--- config.mk ---
export PLATFORM = sky130hd
export DESIGN_NAME = ex_mem_seg_reg
export DESIGN_NICKNAME = d
export VERILOG_FILES = /design/src/rtl/ex_mem_seg_reg.sv
export SDC_FILE = /design/constraint.sdc
export NUM_CORES = 1
export LEC_CHECK = 0
export ABC_AREA = 0
export CAP_MARGIN = 20
export CORE_AREA = 2 2 125 151
export CTS_CLUSTER_SIZE = 40
export DETAILED_ROUTE_END_ITERATION = 16
export DIE_AREA = 0 0 127 153
export DONT_BUFFER_PORTS = 1
export GPL_ROUTABILITY_DRIVEN = 0
export PLACE_DENSITY_LB_ADDON = 0.2
export SLEW_MARGIN = 20
export SYNTH_ARGS = -nofsm -noshare
export SYNTH_HDL_FRONTEND = slang
export SYNTH_SLANG_ARGS = --single-unit
--- constraint.sdc ---
create_clock -name clk -period 7.3 [get_ports clk]
set_clock_uncertainty 0.2 [all_clocks]
set_input_delay 1.46 -clock clk [delete_from_list [all_inputs] [get_ports clk]]
set_output_delay 1.46 -clock clk [all_outputs]
set_load 0.01 [all_outputs]
--- src/rtl/ex_mem_seg_reg.sv ---
// ex_mem_seg_reg: EX/MEM pipeline register with store alignment, miss hold and access counters
module ex_mem_seg_reg #(
  parameter int CNT_WIDTH         = 32,
  parameter bit MISALIGN_SUPPRESS = 1'b1
) (
  input  logic                 clk,
  input  logic                 rst_n,
  input  logic                 bubbleM,
  input  logic                 flushM,
  input  logic [31:0]          alu_out_E,
  input  logic [31:0]          store_src_E,
  input  logic [1:0]           store_type_E,
  input  logic [2:0]           load_type_E,
  input  logic                 wb_select_E,
  input  logic                 cache_miss,
  output logic [31:0]          addr,
  output logic [31:0]          in_data,
  output logic [3:0]           write_en,
  output logic [2:0]           load_type,
  output logic                 wb_select,
  output logic                 miss_stall,
  output logic                 misalign_exc,
  output logic [CNT_WIDTH-1:0] access_cnt,
  output logic [CNT_WIDTH-1:0] miss_cnt,
  output logic [CNT_WIDTH-1:0] stall_cycle_cnt
);
  typedef enum logic {IDLE, MISS} state_t;
  state_t                state_q, state_d;
  logic [31:0]           addr_q, addr_d, in_data_q, in_data_d, data_e;
  logic [3:0]            write_en_q, write_en_d, be_e;
  logic [2:0]            load_type_q, load_type_d, lt_e;
  logic                  wb_select_q, wb_select_d, misalign_q, misalign_d;
  logic [CNT_WIDTH-1:0]  access_cnt_q, access_cnt_d, miss_cnt_q, miss_cnt_d, stall_cnt_q, stall_cnt_d;
  logic [1:0]            a;
  logic                  is_st, wb_e, mis_e, drop_e, access_valid, hold, miss_start, miss_done, hit_done;

  // A store wins over a simultaneous load: the load side is discarded
  always_comb begin
    a      = alu_out_E[1:0];
    is_st  = store_type_E != 2'd0;
    lt_e   = is_st ? 3'd0 : load_type_E;
    mis_e  = ((store_type_E == 2'd2 || lt_e == 3'd2 || lt_e == 3'd5) && a[0]) ||
             ((store_type_E == 2'd3 || lt_e == 3'd3) && a != 2'd0);
    drop_e = MISALIGN_SUPPRESS && mis_e;
    be_e   = drop_e                ? 4'b0000 :
             store_type_E == 2'd1 ? 4'b0001 << a :
             store_type_E == 2'd2 ? (a[1] ? 4'b1100 : 4'b0011) :
             store_type_E == 2'd3 ? 4'b1111 : 4'b0000;
    wb_e   = !is_st && wb_select_E && !drop_e;
    data_e = store_type_E == 2'd1 ? {4{store_src_E[7:0]}} :
             store_type_E == 2'd2 ? {2{store_src_E[15:0]}} : store_src_E;
  end

  assign access_valid = wb_select_q | (|write_en_q);
  assign miss_stall   = cache_miss & access_valid;
  assign hold         = miss_stall | bubbleM;

  // A pending miss outranks flush so the held access is never lost
  always_comb begin
    addr_d      = hold ? addr_q      : flushM ? 32'd0 : alu_out_E;
    in_data_d   = hold ? in_data_q   : flushM ? 32'd0 : data_e;
    write_en_d  = hold ? write_en_q  : flushM ? 4'd0  : be_e;
    load_type_d = hold ? load_type_q : flushM ? 3'd0  : lt_e;
    wb_select_d = hold ? wb_select_q : flushM ? 1'b0  : wb_e;
    misalign_d  = hold ? misalign_q  : flushM ? 1'b0  : mis_e;
  end

  always_comb begin
    state_d = state_q == IDLE ? (miss_stall ? MISS : IDLE) : (cache_miss ? MISS : IDLE);
  end

  always_comb begin
    miss_start = state_q == IDLE && miss_stall;
    miss_done  = state_q == MISS && !cache_miss;
    hit_done   = state_q == IDLE && access_valid && !cache_miss && !bubbleM;
  end

  always_comb begin
    access_cnt_d = access_cnt_q + CNT_WIDTH'(miss_done | hit_done);
    miss_cnt_d   = miss_cnt_q + CNT_WIDTH'(miss_start);
    stall_cnt_d  = stall_cnt_q + CNT_WIDTH'(miss_stall);
  end

  always_ff @(posedge clk or negedge rst_n) begin
    if (!rst_n) begin
      state_q      <= IDLE;
      addr_q       <= '0;
      in_data_q    <= '0;
      write_en_q   <= '0;
      load_type_q  <= '0;
      wb_select_q  <= 1'b0;
      misalign_q   <= 1'b0;
      access_cnt_q <= '0;
      miss_cnt_q   <= '0;
      stall_cnt_q  <= '0;
    end else begin
      state_q      <= state_d;
      addr_q       <= addr_d;
      in_data_q    <= in_data_d;
      write_en_q   <= write_en_d;
      load_type_q  <= load_type_d;
      wb_select_q  <= wb_select_d;
      misalign_q   <= misalign_d;
      access_cnt_q <= access_cnt_d;
      miss_cnt_q   <= miss_cnt_d;
      stall_cnt_q  <= stall_cnt_d;
    end
  end

  assign addr            = addr_q;
  assign in_data         = in_data_q;
  assign write_en        = write_en_q;
  assign load_type       = load_type_q;
  assign wb_select       = wb_select_q;
  assign misalign_exc    = misalign_q;
  assign access_cnt      = access_cnt_q;
  assign miss_cnt        = miss_cnt_q;
  assign stall_cycle_cnt = stall_cnt_q;
endmodule
# After elaboration in Yosys (flattened, before gate mapping)
# Index checks and enable logic that the tools add are counted.
[totals]
word_cells = 62
out_inout_bits = 170
in_bits = 75
register_bits = 170
[op_classes]
eq_ne = 6
reduce_logical = 20
n_mux = 17
n_bitwise = 5
shift = 1
add_sub_neg = 3
[ops]
columns = ["cell", "n"]
rows = [
  ["32-bit 2-to-1 mux", 4],
  ["32-bit by 1-bit adder with 32-bit output", 3],
  ["4-bit 2-to-1 mux", 6],
  ["1-bit logical AND", 9],
  ["3-bit by 2-bit equality test with 1-bit output, second input constant", 2],
  ["3-bit 2-to-1 mux", 2],
  ["1-bit 2-to-1 mux", 5],
  ["2-bit equality test, second input constant", 2],
  ["1-bit zero test", 4],
  ["1-bit logical OR", 4],
  ["2-bit nonzero test", 2],
  ["4-bit OR reduction", 1],
  ["1-bit by 2-bit left shift with 4-bit output, first input constant", 1],
  ["3-bit equality test, second input constant", 1],
  ["1-bit bitwise OR", 3],
  ["2-bit by 1-bit equality test with 1-bit output, second input constant", 1],
  ["1-bit bitwise AND", 1],
  ["1-bit inverter", 1],
]

# Depth between registers and ports, before layout
# Gate-level depths: netlist of the first run.
[logic_depth]
depth_word = 10
depth_mapped = 11

# Worst setup path after synthesis of the first run
# No wires, ideal clock.
[synth_path]
path_kind = "input-to-output"
startpoint = "in cache_miss"
endpoint = "out miss_stall"
setup_slack_ns = 3.748
path_buffers = 2
arrival_time_ns = 1.892
t_required_ns = 5.640
path_stages = 4
cell_sequence = "o21ai_4 inv_4 buf_6 buf_8"
[synth_via]
elab_chain_len = 1
[synth_rtl]
columns = ["item", "line", "text"]
rows = [
  ["start: declaration", "15", "input logic cache_miss,"],
  ["1-bit bitwise AND", "55", "assign miss_stall = cache_miss & access_valid;"],
  ["end: declaration", "21", "output logic miss_stall,"],
]
# No other way between the ends.

# Worst setup path after layout of the first run
# Same ends and word-level chain as after synthesis.

==> results of run 1 <==
[through the flow]
| step | utilization, % | worst slack (ns) |
|---|---|---|
| after CTS | 48.0 | 3.61 |
| final | 48.0 | 3.60 |
| after floorplan | - | 3.75 |
| after global placement | 44.8 | 3.40 |
| after detailed placement | 44.8 | 3.29 |
| after global routing | 48.0 | 3.56 |
[layout make-up]
type	instances	area (µm²)	share of cell area, %
inverters	7	28.8	0.334
multi-input cells	512	3490	40.4
flip-flops and latches	170	4250	49.3
well taps	224	280	3.25
clock inverters	13	143	1.65
repair buffers	1	7.51	0.0870
clock buffers	18	429	4.97
[placed cells by master, fill, tap and decap left out, types with 8 or more instances in the layout]
cell type and n:
sky130_fd_sc_hd__nand4_1 37, sky130_fd_sc_hd__xor2_1 12, sky130_fd_sc_hd__dfrtp_1 170, sky130_fd_sc_hd__nand3_1 46, sky130_fd_sc_hd__o31ai_1 17, sky130_fd_sc_hd__xnor2_1 80
sky130_fd_sc_hd__and2_1 8, sky130_fd_sc_hd__nor2_1 16, sky130_fd_sc_hd__mux2_2 9, sky130_fd_sc_hd__nor2b_1 9, sky130_fd_sc_hd__nand2_1 31, sky130_fd_sc_hd__o21ai_0 99
sky130_fd_sc_hd__mux2i_1 22, sky130_fd_sc_hd__and3_1 12, sky130_fd_sc_hd__clkbuf_16 17, sky130_fd_sc_hd__a211oi_1 15, sky130_fd_sc_hd__nand2b_1 42
[kinds of logic after synthesis]
family / Yosys count / synth area share (%)
multiplexers: 31 / 4.04
flip-flops: 170 / 53.5
buffers and inverters: 45 / 2.71
AO/OA/AOI/OAI: 153 / 11.2
adder cells (fa/ha/maj): 6 / 0.944
XOR/XNOR: 93 / 10.3
AND/OR/NAND/NOR: 229 / 17.3
[power by group]
group / internal, mW / switching [mW] / leakage [nW] / total (mW)
registers: 1.05 / 0.175 / 2.28 / 1.22
logic: 0.0859 / 0.102 / 1.09 / 0.188
clock network: 0.506 / 0.382 / 0.271 / 0.888
total: 1.64 / 0.660 / 3.64 / 2.30
[state kept, by name, indices dropped and copies added, names as in the netlist]
register and cells:
in_data 32, stall_cycle_cnt 32, access_cnt 32, state_q 1, addr 32, wb_select 1, load_type 3, write_en 4
miss_cnt 32, misalign_exc 1
[per-layer routing]
layer / global-route usage [%] / part of all wire, %
met1: 23.8 / 40
met4: 5.86 / 1.3
met2: 32.2 / 49
met3: 9.00 / 10
met5: 0 / 0
[worst min-delay path by stage]
stage               slack [ns]  cells past startpoint          from           end
floorplan                 0.29                      1       state_q       state_q
global placement          0.30                      1       state_q       state_q
detailed placement        0.32                      1       state_q       state_q
CTS                       0.34                      1       state_q       state_q
global route              0.35                      1       state_q       state_q
finish                    0.34                      1  miss_cnt[31]  miss_cnt[31]
==> metrics.yaml, run 1 <==
cap_violations: 0
initial_antenna_violation_count: 0
fp.coreArea_um2: 18000
die_h_um: 153
cts.sink_count: 170
worstSetupStartpoint: "cache_miss"
cts_hold_repair.buffers: 0
total_drc_errors_in_the_routed_layout: 0
outcome: "complete, no violations"
worstHoldPathType: "flop to flop"
critPathBufInv: 1
first_pass_drt_iterations: 4
ys_types: 48
num-fill-cells: 1636
crit_path_end_kind: "primary output"
fin_crit_ns: 3.70
worstSkewPairLatency_ns: 0.42
timing.critical_path.slowest_cell_delay_ns: 0.49
number_of_enable_type_register_cells_in_the_synthesized_netlist: 0
rsz_0062_raised_after_global_routing: "false"
setup_total_negative_slack_ns: 0
synthTopCellsByArea: "sky130_fd_sc_hd__dfrtp_1, sky130_fd_sc_hd__xnor2_1, sky130_fd_sc_hd__o21ai_0"
startpoint_type: "primary input"
critical_path.reg2reg.startpoint: "write_en[3]"
period_share_pct: 50.7
routedWlPerCell_um: 20.1
std_cell_rows: 54
hold_violations: 0
worst-endpoint-required_ns: 5.64
worstPathMaxFanout: 61
fin_total_pwr_mw: 2.30
worst_hold_slack_ns: 0.338
synth_area_um2: 7960
drive_gt1_share_pct: 7.77
synth.most_common_cell: "sky130_fd_sc_hd__dfrtp_1"
timing.critical_path.max_delay_family: "buffers and inverters"
yosysTopAreaCellShare_pct: 53.5
post-cts-setup-buffers: 0
relSlewSlack_pct: 45.0
detail_route.iter0.violations: 345
worst-setup-path-type: "primary input to primary output"
post_layout_nonfiller_instances: 945
maxSlewViolCount: 0
grt_pass1_wl_mm: 31.0
cts-htree-levels: 4
first_global_vias: 5663
slew_at_the_pin_with_the_worst_max_slew_slack_ns: 0.819
globalRoute.totalOverflow: 0
async_flop_share_pct: 100
synth_area_leader_cell: "sky130_fd_sc_hd__dfrtp_1"
crit_cells: 2
setup-violations-final: 0
cts.root.buffer_cell: "sky130_fd_sc_hd__clkbuf_16"
power_density_nw_per_um2: 266
hpwl_mm: 12.8
area.growth.synth_to_final_pct: 8.46
syn-num-nets: 808
critPathArrivalTime_ns: 2.04
p_leak_nw: 3.64
warnings_synthesis: 0
post_synth_inst_count: 727
drt-total-wl_mm: 19.0
grt_use_total_pct: 19.8
grt_start_max_net_pins: 171
crit_slowest_cell: "sky130_fd_sc_hd__inv_4"
worst_setup_hold_path_clk_slew_ns: 0.06
antenna_cells: 0
cp-endpoint: "miss_stall"
number_of_port_buffers: 0
cts_tree: "done"
critical_path.cell_chain: "o21ai_4 > inv_4"
dpl.cell_count: 914
vdd_drop_max_mv: 0.154
synth-main-ff-cell: "sky130_fd_sc_hd__dfrtp_1"
placed_area_um2: 8060
die_width_um: 127
rr_endpoint: "stall_cycle_cnt[18]"
rr_worst_depth: 9
f_max_ghz: 0.270
remaining_number_of_nets_flagged_by_the_antenna_check_after_routing: 0
floorplan.initialDensity_pct: 44.3
tritoncts.num_buffers: 17
ys_seq_area_share_pct: 53.5
r2r_slack_ns: 4.12
fin_nets: 790
syn-mean-instance-area_um2: 10.9
cts.repair.resized: 0
synth-seq-cells: 170
yosys-top-cells-count: "sky130_fd_sc_hd__dfrtp_1, sky130_fd_sc_hd__o21ai_0, sky130_fd_sc_hd__xnor2_1, sky130_fd_sc_hd__nand3_1, sky130_fd_sc_hd__nand2b_1"
post-route-cell-area_um2: 8630
floorplan.die_area_um2: 19400
num_vias: 5513
num_io_pins: 245
vias_per_cell: 5.83
clock_tree.buffer_depth: 2
Note: power is estimated with default switching activity, not from simulation.
==> inputs of run 2 (changes only) <==
Clock period 7.3 ns to 3.1 ns, I/O delays scaled along.
==> run 2 against run 1 <==
The run now ends with negative hold slack left. Global-route usage hardly changed. Sequential share of layout area down 0.10 points. Sequential power is 140% higher. Clock power up 130%. Design area increased by 0.20%. Highest routed layer unchanged. Combinational power up 140%. Final cell count grew 0.32%.
==> metrics.yaml, run 2 (synthesized netlist as in run 1, its figures left out) <==
initial_antenna_violation_count: 0  # unchanged
failed_checks: "negative hold slack"
setup-violations-final: 0  # unchanged
hpwl_mm: 13.0  # was 12.8 mm
number_of_port_buffers: 0  # unchanged
critPathArrivalTime_ns: 2.05  # was 2.04 ns
worstPathMaxFanout: 60  # was 61
post-cts-setup-buffers: 0  # unchanged
globalRoute.totalOverflow: 0  # unchanged
tritoncts.num_buffers: 17  # unchanged
timing.final.ws_setup_ns: 0.231  # was 3.60 ns
grt_start_max_net_pins: 171  # unchanged
num_vias: 5579  # was 5513
drive_gt1_share_pct: 8.15  # was 7.77%
worstHoldPathType: "primary input to async pin"  # was flop to flop
total_drc_errors_in_the_routed_layout: 0  # unchanged
vdd_drop_max_mv: 0.351  # was 0.154 mV
cts.root.buffer_cell: "sky130_fd_sc_hd__clkbuf_16"  # unchanged
num_io_pins: 245  # unchanged
detail_route.iter0.violations: 305  # was 345
grt_use_total_pct: 19.9  # was 19.8%
cap_violations: 0  # unchanged
setup_total_negative_slack_ns: 0  # unchanged
worst_setup_hold_path_clk_slew_ns: 0.07  # was 0.06 ns
fin_nets: 792  # was 790
f_max_ghz: 0.349
worst-setup-path-type: "flop to primary output"  # was primary input to primary output
place_worst_setup_slack_ns: 0.332  # was 3.29 ns
std_cell_rows: 54  # unchanged
clock_tree.buffer_depth: 2  # unchanged
grt_pass1_wl_mm: 31.4  # was 31.0 mm
rsz_0062_raised_after_global_routing: "false"  # unchanged
cts.repair.resized: 0  # unchanged
antenna_cells: 0  # unchanged
fp.coreArea_um2: 18000  # unchanged
final_common_cell: "sky130_fd_sc_hd__dfrtp_1"  # unchanged
vias_per_cell: 5.89  # was 5.83
worstSkewPairLatency_ns: 0.42  # about the same
crit_path_end_kind: "primary output"  # unchanged
first_pass_drt_iterations: 4  # unchanged
outcome: "complete, but fails checks"  # was complete, no violations
area.growth.synth_to_final_pct: 8.68  # was 8.46%
drt-total-wl_mm: 19.0  # about the same
die_h_um: 153  # unchanged
worst_hold_slack_ns: -0.305  # was 0.338 ns
floorplan.initialDensity_pct: 44.3  # unchanged
p_leak_nw: 3.65  # was 3.64 nW
fin_crit_ns: 2.87
routedWlPerCell_um: 20.1  # about the same
power_density_nw_per_um2: 624  # was 266 nW/µm²
relSlewSlack_pct: 46.1  # was 45.0%
remaining_number_of_nets_flagged_by_the_antenna_check_after_routing: 0  # unchanged
floorplan.die_area_um2: 19400  # unchanged
worst-endpoint-required_ns: 2.28  # was 5.64 ns
hold_violations: 170  # was 0
period_share_pct: 92.6
cts_tree: "done"  # unchanged
maxSlewViolCount: 0  # unchanged
first_global_vias: 5833  # was 5663
cts.sink_count: 170  # unchanged
slew_at_the_pin_with_the_worst_max_slew_slack_ns: 0.801  # was 0.819 ns
startpoint_type: "flop"  # was primary input
cts-htree-levels: 4  # unchanged
die_width_um: 127  # unchanged
most-common-layout-cells: "sky130_fd_sc_hd__dfrtp_1, sky130_fd_sc_hd__o21ai_0, sky130_fd_sc_hd__xnor2_1"  # unchanged
## run 2: cell types whose count changed in the layout (fill, tap and decap cells not counted), sizes merged
cell | before | now
bufinv | 2 | 1
clkinvlp | 4 | 2
inv | 11 | 14
buf | 1 | 3
clkbuf | 18 | 19
## run 2: metrics by stage
step	cells	hold slack, ns	power (mW)	utilization (%)	area (µm²)
6_report	948	-0.305	5.40	48.1	8650
5_1_grt	948	-0.343	5.67	48.1	8650
4_1_cts	948	-0.333	5.49	48.1	8650
3_5_place_dp	916	0.129	3.38	44.9	8070
3_3_place_gp	916	0.129	3.35	44.9	8070
2_1_floorplan	727	0.124	3.22	-	7960
## run 2: per-layer routing
| metal | global-route usage (%) | wire length, µm |
|---|---|---|
| met1 | 23.6 | 7580 |
| met2 | 32.9 | 9460 |
| met3 | 8.33 | 1750 |
| met4 | 5.97 | 240 |
| met5 | 0 | 0 |
## run 2: worst max-delay path, stage by stage, from the launching register on
cell and delay (ns):
sky130_fd_sc_hd__dfrtp_1 0.43, sky130_fd_sc_hd__or4_4 0.58, sky130_fd_sc_hd__o21ai_4 0.23, sky130_fd_sc_hd__inv_4 0.05, sky130_fd_sc_hd__buf_4 0.32
## run 2: path summary, 6_finish.rpt
check / slack [ns] / startpoint / end / depth (start not counted)
max: 0.23 / write_en[0] / miss_stall / 4
min: -0.30 / rst_n / stall_cycle_cnt[27] / 0
max reg2reg: 0.33 / write_en[0] / access_cnt[7] / 9
min reg2reg: 0.33 / state_q / state_q / 1
max in group asynchronous: 2.79 / rst_n / addr[1] / 0
min in group clk: 0.10 / alu_out_E[1] / write_en[1] / 1
## run 2: area by class of cell
cell class              instances  area, µm²
clock buffers                  19        443
multi-input cells             512       3490
inverters                       7       28.8
repair buffers                  3       22.5
well taps                     224        280
fillers                      1661       9330
clock inverters                13        131
flip-flops and latches        170       4250
## run 2: power breakdown
group | switching [mW] | total [mW] | internal [mW]
combinational | 0.240 | 0.446 | 0.207
sequential | 0.409 | 2.87 | 2.46
clock | 0.927 | 2.08 | 1.15
